--- config.mk ---
export PLATFORM = sky130hd
export DESIGN_NAME = dvp_capture
export DESIGN_NICKNAME = d
export VERILOG_FILES = /design/src/rtl/dvp_capture.sv
export SDC_FILE = /design/constraint.sdc
export NUM_CORES = 1
export LEC_CHECK = 0
export CAP_MARGIN = 40
export CORE_ASPECT_RATIO = 1.75
export CORE_MARGIN = 2
export CORE_UTILIZATION = 55
export CTS_CLUSTER_DIAMETER = 60
export DETAILED_ROUTE_END_ITERATION = 10
export PLACE_DENSITY = 0.82
export SLEW_MARGIN = 20
export SYNTH_ARGS = -nofsm -noshare
export SYNTH_HDL_FRONTEND = slang
export SYNTH_SLANG_ARGS = --single-unit
export TNS_END_PERCENT = 10
--- constraint.sdc ---
create_clock -name I_clk -period 3.7 [get_ports I_clk]
set_input_delay 0.925 -clock I_clk [delete_from_list [all_inputs] [get_ports I_clk]]
set_output_delay 0.925 -clock I_clk [all_outputs]
set_load 0.05 [all_outputs]
--- src/rtl/dvp_capture.sv ---
// DVP camera capture: registers the sensor bus, locks to a frame boundary, skips start-up frames,
// assembles RAW10/RGB565 pixels, crops to H_RES x V_RES and flags mis-sized frames.
module dvp_capture #(
  parameter int H_RES       = 800,
  parameter int V_RES       = 600,
  parameter int SKIP_FRAMES = 2,
  parameter bit VS_POL      = 1'b1
) (
  input  logic        I_clk,
  input  logic        I_rst_n,
  input  logic        I_mode,
  input  logic        I_vsync,
  input  logic        I_href,
  input  logic [9:0]  I_pixdata,
  output logic        O_vs_n,
  output logic        O_de,
  output logic [15:0] O_data,
  output logic [15:0] O_frame_cnt,
  output logic        O_size_err,
  output logic        O_running
);

  localparam logic [15:0] H_LIM     = 16'(H_RES);
  localparam logic [15:0] V_LIM     = 16'(V_RES);
  localparam logic [7:0]  SKIP_LAST = (SKIP_FRAMES > 0) ? 8'(SKIP_FRAMES - 1) : 8'd0;

  typedef enum logic [1:0] {
    ST_WAIT = 2'd0,
    ST_SKIP = 2'd1,
    ST_RUN  = 2'd2
  } state_t;

  state_t      state_r, state_s;
  logic [7:0]  skip_cnt_r, skip_cnt_s;
  logic        vsync_r, href_r;
  logic [9:0]  pix_r;
  logic        vs_act_d_r, href_eff_d_r;
  logic        phase_r;
  logic [7:0]  hi_byte_r;
  logic [15:0] hcnt_r, vcnt_r;
  logic        err_flag_r;

  logic        vs_act_s, fs_s, fe_s, run_s;
  logic        href_eff_s, line_end_s;
  logic        pix_done_s, de_s, line_err_s, frame_err_s;
  logic [15:0] pix_s, vcnt_end_s;
  logic        unused_pix_s;

  function automatic logic [15:0] sat_inc(input logic [15:0] v);
    return (v == 16'hFFFF) ? v : v + 16'd1;
  endfunction

  function automatic logic parity2(input logic [1:0] v);
    return ^v;
  endfunction

  // The two LSBs carry nothing in either pixel format.
  assign unused_pix_s = parity2(pix_r[1:0]);

  // Stage 1: sample the sensor bus once on PIXCLK
  always_ff @(posedge I_clk or negedge I_rst_n) begin
    if (!I_rst_n) begin
      vsync_r      <= ~VS_POL;
      href_r       <= 1'b0;
      pix_r        <= 10'd0;
      vs_act_d_r   <= 1'b0;
      href_eff_d_r <= 1'b0;
    end else begin
      vsync_r      <= I_vsync;
      href_r       <= I_href;
      pix_r        <= I_pixdata;
      vs_act_d_r   <= vs_act_s;
      href_eff_d_r <= href_eff_s;
    end
  end

  // Sync edges, pixel assembly, crop and size decisions
  always_comb begin
    vs_act_s   = (vsync_r == VS_POL);
    fs_s       = vs_act_d_r & ~vs_act_s;
    fe_s       = ~vs_act_d_r & vs_act_s;
    run_s      = (state_r == ST_RUN);
    // VSYNC arriving mid-line closes the line exactly as an HREF fall would.
    href_eff_s = href_r & ~vs_act_s;
    line_end_s = href_eff_d_r & ~href_eff_s;
    pix_done_s = 1'b0;
    pix_s      = 16'd0;
    if (href_eff_s) begin
      if (I_mode) begin
        pix_done_s = phase_r;
        pix_s      = {hi_byte_r, pix_r[9:2]};
      end else begin
        pix_done_s = 1'b1;
        pix_s      = {pix_r[9:5], pix_r[9:4], pix_r[9:5]};
      end
    end else begin
      pix_done_s = 1'b0;
    end
    de_s        = run_s & pix_done_s & (hcnt_r < H_LIM) & (vcnt_r < V_LIM);
    line_err_s  = run_s & line_end_s & ((hcnt_r != H_LIM) | phase_r);
    vcnt_end_s  = line_end_s ? sat_inc(vcnt_r) : vcnt_r;
    frame_err_s = run_s & fe_s & (err_flag_r | line_err_s | (vcnt_end_s != V_LIM));
  end

  // RGB565 byte phase and line/frame position counters
  always_ff @(posedge I_clk or negedge I_rst_n) begin
    if (!I_rst_n) begin
      phase_r   <= 1'b0;
      hi_byte_r <= 8'd0;
      hcnt_r    <= 16'd0;
      vcnt_r    <= 16'd0;
    end else begin
      phase_r <= (href_eff_s && I_mode) ? ~phase_r : 1'b0;
      if (href_eff_s && !phase_r) begin
        hi_byte_r <= pix_r[9:2];
      end
      if (line_end_s) begin
        hcnt_r <= 16'd0;
      end else if (pix_done_s) begin
        hcnt_r <= sat_inc(hcnt_r);
      end
      if (fs_s) begin
        vcnt_r <= 16'd0;
      end else if (line_end_s) begin
        vcnt_r <= sat_inc(vcnt_r);
      end
    end
  end

  // FSM state register
  always_ff @(posedge I_clk or negedge I_rst_n) begin
    if (!I_rst_n) begin
      state_r    <= ST_WAIT;
      skip_cnt_r <= 8'd0;
    end else begin
      state_r    <= state_s;
      skip_cnt_r <= skip_cnt_s;
    end
  end

  // FSM next state: output only ever starts on a frame start
  always_comb begin
    state_s    = state_r;
    skip_cnt_s = skip_cnt_r;
    case (state_r)
      ST_WAIT: begin
        if (fs_s) begin
          skip_cnt_s = 8'd0;
          state_s    = (SKIP_FRAMES == 0) ? ST_RUN : ST_SKIP;
        end else begin
          state_s = ST_WAIT;
        end
      end
      ST_SKIP: begin
        if (fs_s && (skip_cnt_r == SKIP_LAST)) begin
          state_s = ST_RUN;
        end else if (fs_s) begin
          skip_cnt_s = skip_cnt_r + 8'd1;
        end else begin
          state_s = ST_SKIP;
        end
      end
      ST_RUN:  state_s = ST_RUN;
      default: state_s = ST_WAIT;
    endcase
  end

  // Stage 2: registered frame-buffer port and status
  always_ff @(posedge I_clk or negedge I_rst_n) begin
    if (!I_rst_n) begin
      O_vs_n      <= 1'b1;
      O_de        <= 1'b0;
      O_data      <= 16'd0;
      O_frame_cnt <= 16'd0;
      O_size_err  <= 1'b0;
      O_running   <= 1'b0;
      err_flag_r  <= 1'b0;
    end else begin
      O_vs_n     <= run_s ? ~vs_act_s : 1'b1;
      O_de       <= de_s;
      O_size_err <= frame_err_s;
      O_running  <= (state_s == ST_RUN);
      if (de_s) begin
        O_data <= pix_s;
      end
      if (run_s && fe_s) begin
        O_frame_cnt <= O_frame_cnt + 16'd1;
        err_flag_r  <= 1'b0;
      end else if (line_err_s) begin
        err_flag_r <= 1'b1;
      end
    end
  end

endmodule

; Yosys cells after proc, flatten, opt, wreduce, memory -nomap -nowiden
; Cells that the tools add are included.
[op_classes]
reduce_logical = 11
bitwise_logic = 18
order_cmp = 2
eq_ne = 12
n_addsub = 4
muxes = 22
[ops]
columns = op, n
row1 = 2-to-1 mux 16 bit, 8
row2 = "adder 16 x 1 -> 16 bit, second input constant", 3
row3 = "== test 16 bit, second input constant", 2
row4 = "less-than comparator 16 x 10 -> 1 bit, second input constant", 2
row5 = "inequality test 16 x 10 -> 1 bit, second input constant", 2
row6 = 2-to-1 mux 8 bit, 3
row7 = one-hot mux 8 bit (2 select lines), 1
row8 = AND 1 bit, 11
row9 = "adder 8 x 1 -> 8 bit, second input constant", 1
row10 = "== test 8 x 1 -> 1 bit, second input constant", 1
row11 = "inequality test 2 bit, second input constant", 4
row12 = 2-to-1 mux 1 bit, 7
row13 = one-hot mux 2 bit (3 select lines), 1
row14 = nonzero test 2 bit, 3
row15 = "== test 2 bit, second input constant", 2
row16 = logical AND 1 bit, 4
row17 = 2-to-1 mux 2 bit, 2
row18 = inverter 1 bit, 4
row19 = AND reduction 4 bit, 1
row20 = bitwise OR 1 bit, 3
row21 = "== test 2 x 1 -> 1 bit, second input constant", 1
row22 = logical NOT 2 bit, 1
row23 = AND reduction 2 bit, 1
row24 = logical NOT 1 bit, 1
[totals]
register_bits = 102

; Depth between registers and ports, before layout
; Gate-level depths: netlist of the first run.
[depth]
ltp_word = 9
mapped_depth = 9
mapped_depth_nobuf = 8

; Least setup slack after synthesis of the first run
; Ideal clock, no wire load.
[synth_timing]
kind = input -> register
startpoint = input port I_mode
endpoint = register O_data[10]
setup_time_ps = 118
arrival_ps = 2044
required_time_ps = 3582
setup_slack_ps = 1538
cell_stages = 6
n_path_buf = 2
cell_sequence = inv_1 -> o21ai_0 -> or4_1 -> buf_2 -> buf_2 -> a21o_1
[synth_between]
elab_chain_cells = 5
word_cells_on_any_way = 7
cone_classes = mux: 4 / bitwise: 3
[synth_lines]
columns = item, line
row1 = "start, declared", 11  ; input logic I_mode,
row2 = 2-to-1 mux 1 bit, 89  ; if (I_mode) begin
row3 = 2-to-1 mux 1 bit, 88  ; if (href_eff_s) begin
row4 = AND 1 bit (3 in a row), 99  ; de_s = run_s & pix_done_s & (hcnt_r < H_LIM) & (vcnt_r < V_LIM);
row5 = "end signal, assigned", 184  ; O_data <= pix_s;
row6 = "end, declared", 17  ; output logic [15:0] O_data,
; Parallel ways exist; a longest one is shown, timed or not.
; A chain may end at the register's enable or synchronous reset.

; Worst setup path after layout of the first run
[layout_timing]
startpoint = register O_vs_n
endpoint = output port O_vs_n
[layout_rtl]
columns = item, line
row1 = "start, declared", 15  ; output logic O_vs_n,
row2 = "start signal, assigned", 179  ; O_vs_n <= run_s ? ~vs_act_s : 1'b1;
; No word-level cell between the ends.

==> impl_metrics.json, run 1 <==
{
  "endpoint_kind": "output pin",
  "antenna_cells": 0,
  "cts_root_buf": "clkbuf_16",
  "ctsResizeCount": 0,
  "antenna_found_initial": 0,
  "synth.top_cell.area_share_pct": 51.8,
  "grt_max_degree": 65,
  "leakage_uw": 0.00258,
  "drtPass1Iterations": 4,
  "routed_via_density": 5.62,
  "ys_dominant_reg_cell": "dfrtp_1",
  "ctsHoldBuffers": 0,
  "combPwrFrac_pct": 10.9,
  "port_buffers": 48,
  "yosysSeqAreaShare_pct": 52.3,
  "dp_cells": 616,
  "cpMaxStageDelayCell": "clkdlybuf4s50_1",
  "report.final.slew_viol_count": 0,
  "cpPeakStageDelay_ns": 0.82,
  "cp-start-kind": "flip-flop",
  "clock-skew-final_ns": 0.00558,
  "post_cts_buffers": 0,
  "cp_data_required_time_ns": 2.77,
  "post-route-period-util_pct": 70.4,
  "htreeDepth": 3,
  "grt.overflow.total": 0,
  "outcome": "finished clean",
  "min_path_type": "in -> async",
  "cts_made_buffers": 9,
  "crit_type": "reg -> out",
  "syn_inst": 462,
  "synth.most_common_cell": "dfrtp_1",
  "path_buf_inv": 1,
  "track_usage_pct": 22.7,
  "syn-num-nets": 483,
  "core_mm2": 0.00856,
  "area_growth_syn_to_layout_pct": 20.0,
  "synthAdderAreaFrac_pct": 1.57,
  "io_pins": 51,
  "yosys.area.top_type": "dfrtp_1",
  "maxCapViolCount": 0,
  "final_nets": 532,
  "path_clk_slew_ns": 0.07,
  "cp_top_family": "buffers and inverters",
  "wl_per_cell_um": 15.8,
  "ys_warn_count": 0,
  "wirelength_um": 9990,
  "drt.antenna.violating_nets": 0,
  "fmax_mhz": 384,
  "stdcell_count": 633,
  "syn-cell-area_mm2": 0.00478,
  "p_seq_share_pct": 49.1,
  "die_h_um": 127,
  "cp_max_fo": 1,
  "ir_worst_vdd_mv": 0.324,
  "relSlewSlack_pct": 55.3,
  "gp_congestion": 0.855,
  "grt_pass1_vias": 3611,
  "drive_above_1_share_pct": 11.4,
  "die_area_mm2": 0.00949,
  "synth_top_family_by_area": "simple AND/OR/NAND/NOR gates",
  "ys_async_sr_fraction_pct": 100,
  "path_cells": "clkdlybuf4s50_1",
  "synth_area_leaders": "dfrtp_1 (52%), xnor2_1 (3.8%), nor2_1 (3.7%)",
  "hpwl_um": 7010,
  "synth_common_cells": "dfrtp_1 (99), nor2_1 (47), nand2_1 (37)",
  "fp-row-count": 45,
  "worst_slew_pin_slew_ns": 0.668,
  "synth-compound-area-share_pct": 10.6,
  "rsz0062_at_grt": "false",
  "finalSetupViolCount": 0,
  "p_int_uw": 1840,
  "start_util_pct": 55.9,
  "p_switching_uw": 625,
  "grt_pass1_wl_um": 16600,
  "clkPwrFrac_pct": 40.0,
  "yosysUniqueCellTypes": 49,
  "power.share.switching_pct": 25.3,
  "arrival_ns": 1.68,
  "clk_latency_ns": 0.35,
  "die_x_um": 74.5,
  "period_minus_slack_ns": 2.60,
  "final_hold_viol_count": 0,
  "yosys-mux-area-fraction_pct": 3.61,
  "synth-simple-area-share_pct": 22.4,
  "synthXorXnorAreaFrac_pct": 6.77,
  "r2r_setup_slack_ns": 1.32,
  "drtIter0Drc": 185,
  "setup_tns_ns": 0,
  "cts_tree": "done",
  "synth_edf_count": 0,
  "synth-seq-cells": 100,
  "ctsLongestPathBuffers": 2,
  "synth_area_per_cell_um2": 10.4,
  "clock_sinks": 100,
  "via_count": 3556,
  "pwr_density_cell_mw_per_mm2": 430,
  "drc": 0
}
[registers in the layout, indices dropped and copies added, names as in the netlist, 2 cells and up]
signal,cells
O_data,16
O_frame_cnt,16
hcnt_r,16
vcnt_r,16
hi_byte_r,8
pix_r,8
skip_cnt_r,8
state_r,2
[kinds of logic after synthesis]
group	after synthesis
buffers and inverters	30
XOR/XNOR	37
AO/OA/AOI/OAI	78
multiplexers	16
AND/OR/NAND/NOR	195
adder cells (fa/ha/maj)	6
flip-flops	100
[routing by layer]
metal | routed length, um | GRT usage, %
met2 | 5720 | 40.5
met4 | 214 | 10.6
met5 | 0 | 0
met3 | 246 | 4.42
met1 | 3810 | 25.0
[placed cells by master (no fill, tap or decap), types with 3 or more instances in the layout]
master / instances
buf_4: 8
or4_1: 3
clkbuf_16: 9
and3_1: 12
a21oi_1: 26
a22o_1: 7
xor2_1: 16
mux2_2: 10
nor4_1: 4
inv_1: 11
nor4b_1: 3
xnor2_1: 21
nand3_1: 14
a21o_1: 21
nand2_1: 37
mux2i_1: 6
and2_1: 3
ha_1: 6
nor2b_1: 11
nor3_1: 15
nand4_1: 13
or2_2: 4
dfrtp_1: 99
or3_1: 3
nor3_2: 14
clkdlybuf4s50_1: 47
nor2_1: 47
a31oi_1: 4
o21ai_0: 9
[metrics by stage]
| stage | worst slack [ns] | hold WS (ns) | instance area [um^2] | power (uW) | utilization [%] |
|---|---|---|---|---|---|
| floorplan | 1.54 | 0.387 | 4780 | 1400 | - |
| global placement | 0.949 | 0.420 | 5390 | 1480 | 63.0 |
| detailed placement | 0.902 | 0.428 | 5390 | 1500 | 63.0 |
| global route | 1.07 | 0.376 | 5740 | 2570 | 67.1 |
| CTS | 1.08 | 0.441 | 5710 | 2490 | 66.7 |
| finish | 1.10 | 0.377 | 5740 | 2470 | 67.1 |
[power by group through the flow]
| stage | clock, uW | combinational (uW) | sequential (uW) |
|---|---|---|---|
| after CTS | 1000 | 269 | 1210 |
| after floorplan | 0 | 160 | 1240 |
| final | 988 | 268 | 1210 |
| after global placement | 0 | 254 | 1230 |
| after detailed placement | 0 | 265 | 1230 |
| after global routing | 1050 | 300 | 1220 |
[cell type report]
class                   instances  area (um^2)
clock inverters                 5         66.3
clock buffers                  11          253
repair buffers                 57          578
inverters                      11         41.3
flip-flops and latches        100         2500
multi-input cells             332         2150
fillers                       682         2820
well taps                     117          146
[final timing paths]
kind	startpoint	end	cells after the start
worst min-delay path	I_rst_n	vcnt_r[2]	1
max in group asynchronous	I_rst_n	O_vs_n	3
worst max-delay path	O_vs_n	O_vs_n	1
min in group I_clk	vs_act_s	vs_act_d_r	0
worst max register to register	vs_act_s	O_size_err	7
worst min register to register	vs_act_s	vs_act_d_r	0
No activity file was read; power rests on OpenSTA's default activity.
==> run 2: changes to the inputs <==
Settings changed: CORE_UTILIZATION 55 to 51, PLACE_DENSITY 0.82 to 0.8.
Clock period 3.7 ns to 2.3 ns, I/O delays scaled along.
==> run 2 against run 1 <==
  * Utilization fell by 2.6 points
  * Wire length increased by 4.8%
  * Via count rose by 4.4%
  * Setup slack got worse by 1.1 ns
  * Cell count up 3.3%
  * Flip-flop and latch count stayed put
  * Clock-buffer cell count fell by 2
  * Clock skew is 0.0034 ns higher
  * Combinational power rose by 64%
  * Sequential power is 61% higher
  * Highest routed layer unchanged
==> impl_metrics.json, run 2 (same netlist as run 1, synthesis figures left out) <==
{
  "path_clk_slew_ns": 0.07,
  "report.final.slew_viol_count": 0,
  "ir_worst_vdd_mv": 0.552,
  "path_cells": "clkdlybuf4s50_1",
  "whs_ns": 0.241,
  "track_usage_pct": 22.0,
  "clk_latency_ns": 0.35,
  "cp-start-kind": "flip-flop",
  "outcome": "finished clean",
  "final_nets": 550,
  "via_count": 3712,
  "maxCapViolCount": 0,
  "drc": 0,
  "wl_met1_um": 4070,
  "cpPeakStageDelay_ns": 0.81,
  "wl_per_cell_um": 16.0,
  "wirelength_um": 10500,
  "period_minus_slack_ns": 2.27,
  "layout_commonest_cell": "dfrtp_1",
  "r2r_cells": 7,
  "setup_ws_ns": 0.0343,
  "cp_top_family": "buffers and inverters",
  "cpMaxStageDelayCell": "clkdlybuf4s50_1",
  "crit_type": "reg -> out",
  "place_ws_ns": -0.00790,
  "clock_sinks": 100,
  "route.met2.wl_um": 5850,
  "cts_root_buf": "clkbuf_16",
  "final_hold_viol_count": 0,
  "dr_wl_met3_um": 281,
  "die_area_mm2": 0.0102,
  "endpoint_kind": "output pin",
  "area_growth_syn_to_layout_pct": 22.5,
  "path_buf_inv": 1,
  "grt_pass1_vias": 3849,
  "ctsLongestPathBuffers": 2,
  "arrival_ns": 1.69,
  "gp_congestion": 0.866,
  "io_pins": 51,
  "drive_above_1_share_pct": 15.0,
  "hpwl_um": 7180,
  "cts_tree": "done",
  "min_path_type": "in -> async",
  "antenna_cells": 0,
  "cp_max_fo": 1,
  "grt_pass1_wl_um": 18100,
  "routed_via_density": 5.68,
  "drtIter0Drc": 297,
  "cp_data_required_time_ns": 1.73,
  "die_x_um": 77.2,
  "start_util_pct": 52.6,
  "fp-row-count": 46,
  "core_mm2": 0.00909,
  "grt_max_degree": 101,
  "fillerInstances": 744,
  "fmax_mhz": 441,
  "die_h_um": 132,
  "drtPass1Iterations": 4,
  "leakage_uw": 0.00266,
  "drt.antenna.violating_nets": 0,
  "clock-skew-final_ns": 0.00895,
  "worst_slew_pin_slew_ns": 0.550,
  "pwr_density_cell_mw_per_mm2": 662,
  "cp.depth": 1,
  "finalSetupViolCount": 0,
  "port_buffers": 48,
  "post-route-period-util_pct": 98.5,
  "relSlewSlack_pct": 63.3,
  "totalPowerFinal_uw": 3880,
  "layout_common_cells": "dfrtp_1 (99), nor2_1 (47), clkdlybuf4s50_1 (47), nand2_1 (37)",
  "place_area_mm2": 0.00555,
  "cts_made_buffers": 9,
  "htreeDepth": 3,
  "antenna_found_initial": 0,
  "grt.overflow.total": 0,
  "fin_area_mm2": 0.00586,
  "routed.top_layer": "met4"
}
[run 2: through the flow]
step	TNS, ns	std cells	utilization [%]
after floorplan	0	462	-
after global placement	0	638	61.0
after detailed placement	-0.0121	638	61.0
after CTS	0	654	64.3
after global routing	-0.00266	654	64.4
final	0	654	64.4
[run 2: repair_timing]
action,4_1_cts,5_1_grt
buffers inserted,0,0
endpoints found under the setup margin,1,2
resized for setup,1,2
hold buffers,0,0
[run 2: worst paths after layout]
check	start	slack, ns	end
setup / recovery	O_vs_n	0.03	O_vs_n
hold / removal	I_rst_n	0.24	vcnt_r[5]
setup reg to reg	hcnt_r[11]	0.09	O_data[15]
hold reg to reg	vs_act_s	0.44	vs_act_d_r
max in group asynchronous	I_rst_n	1.61	O_data[8]
min in group I_clk	vs_act_s	0.44	vs_act_d_r
[run 2: cell type report]
type	count	area [um^2]	share of cell area [%]
multi-input combinational	332	2170	37.0
tap	120	150	2.56
timing repair buffer	75	706	12.0
inverter	11	41.3	0.705
clock buffer	9	225	3.84
clock inverter	7	63.8	1.09
sequential	100	2500	42.7
[run 2: metal layers]
metal | vias up | track usage, %
li1 | 1760 | -
met1 | 1846 | 24.8
met2 | 86 | 39.8
met3 | 20 | 4.25
met4 | 0 | 9.82
met5 | - | 0
[run 2: power by group]
part,switching (uW),internal [uW],leakage [uW]
Clock,724,763,0.000142
Sequential,102,1850,0.00131
Combinational,237,202,0.00121
Total,1060,2820,0.00266
==> run 3: changes to the inputs <==
Settings changed: CTS_CLUSTER_SIZE from default to 12.
==> results of run 3 <==
The final DEF is identical to that of run 2; final timing and power are the same.
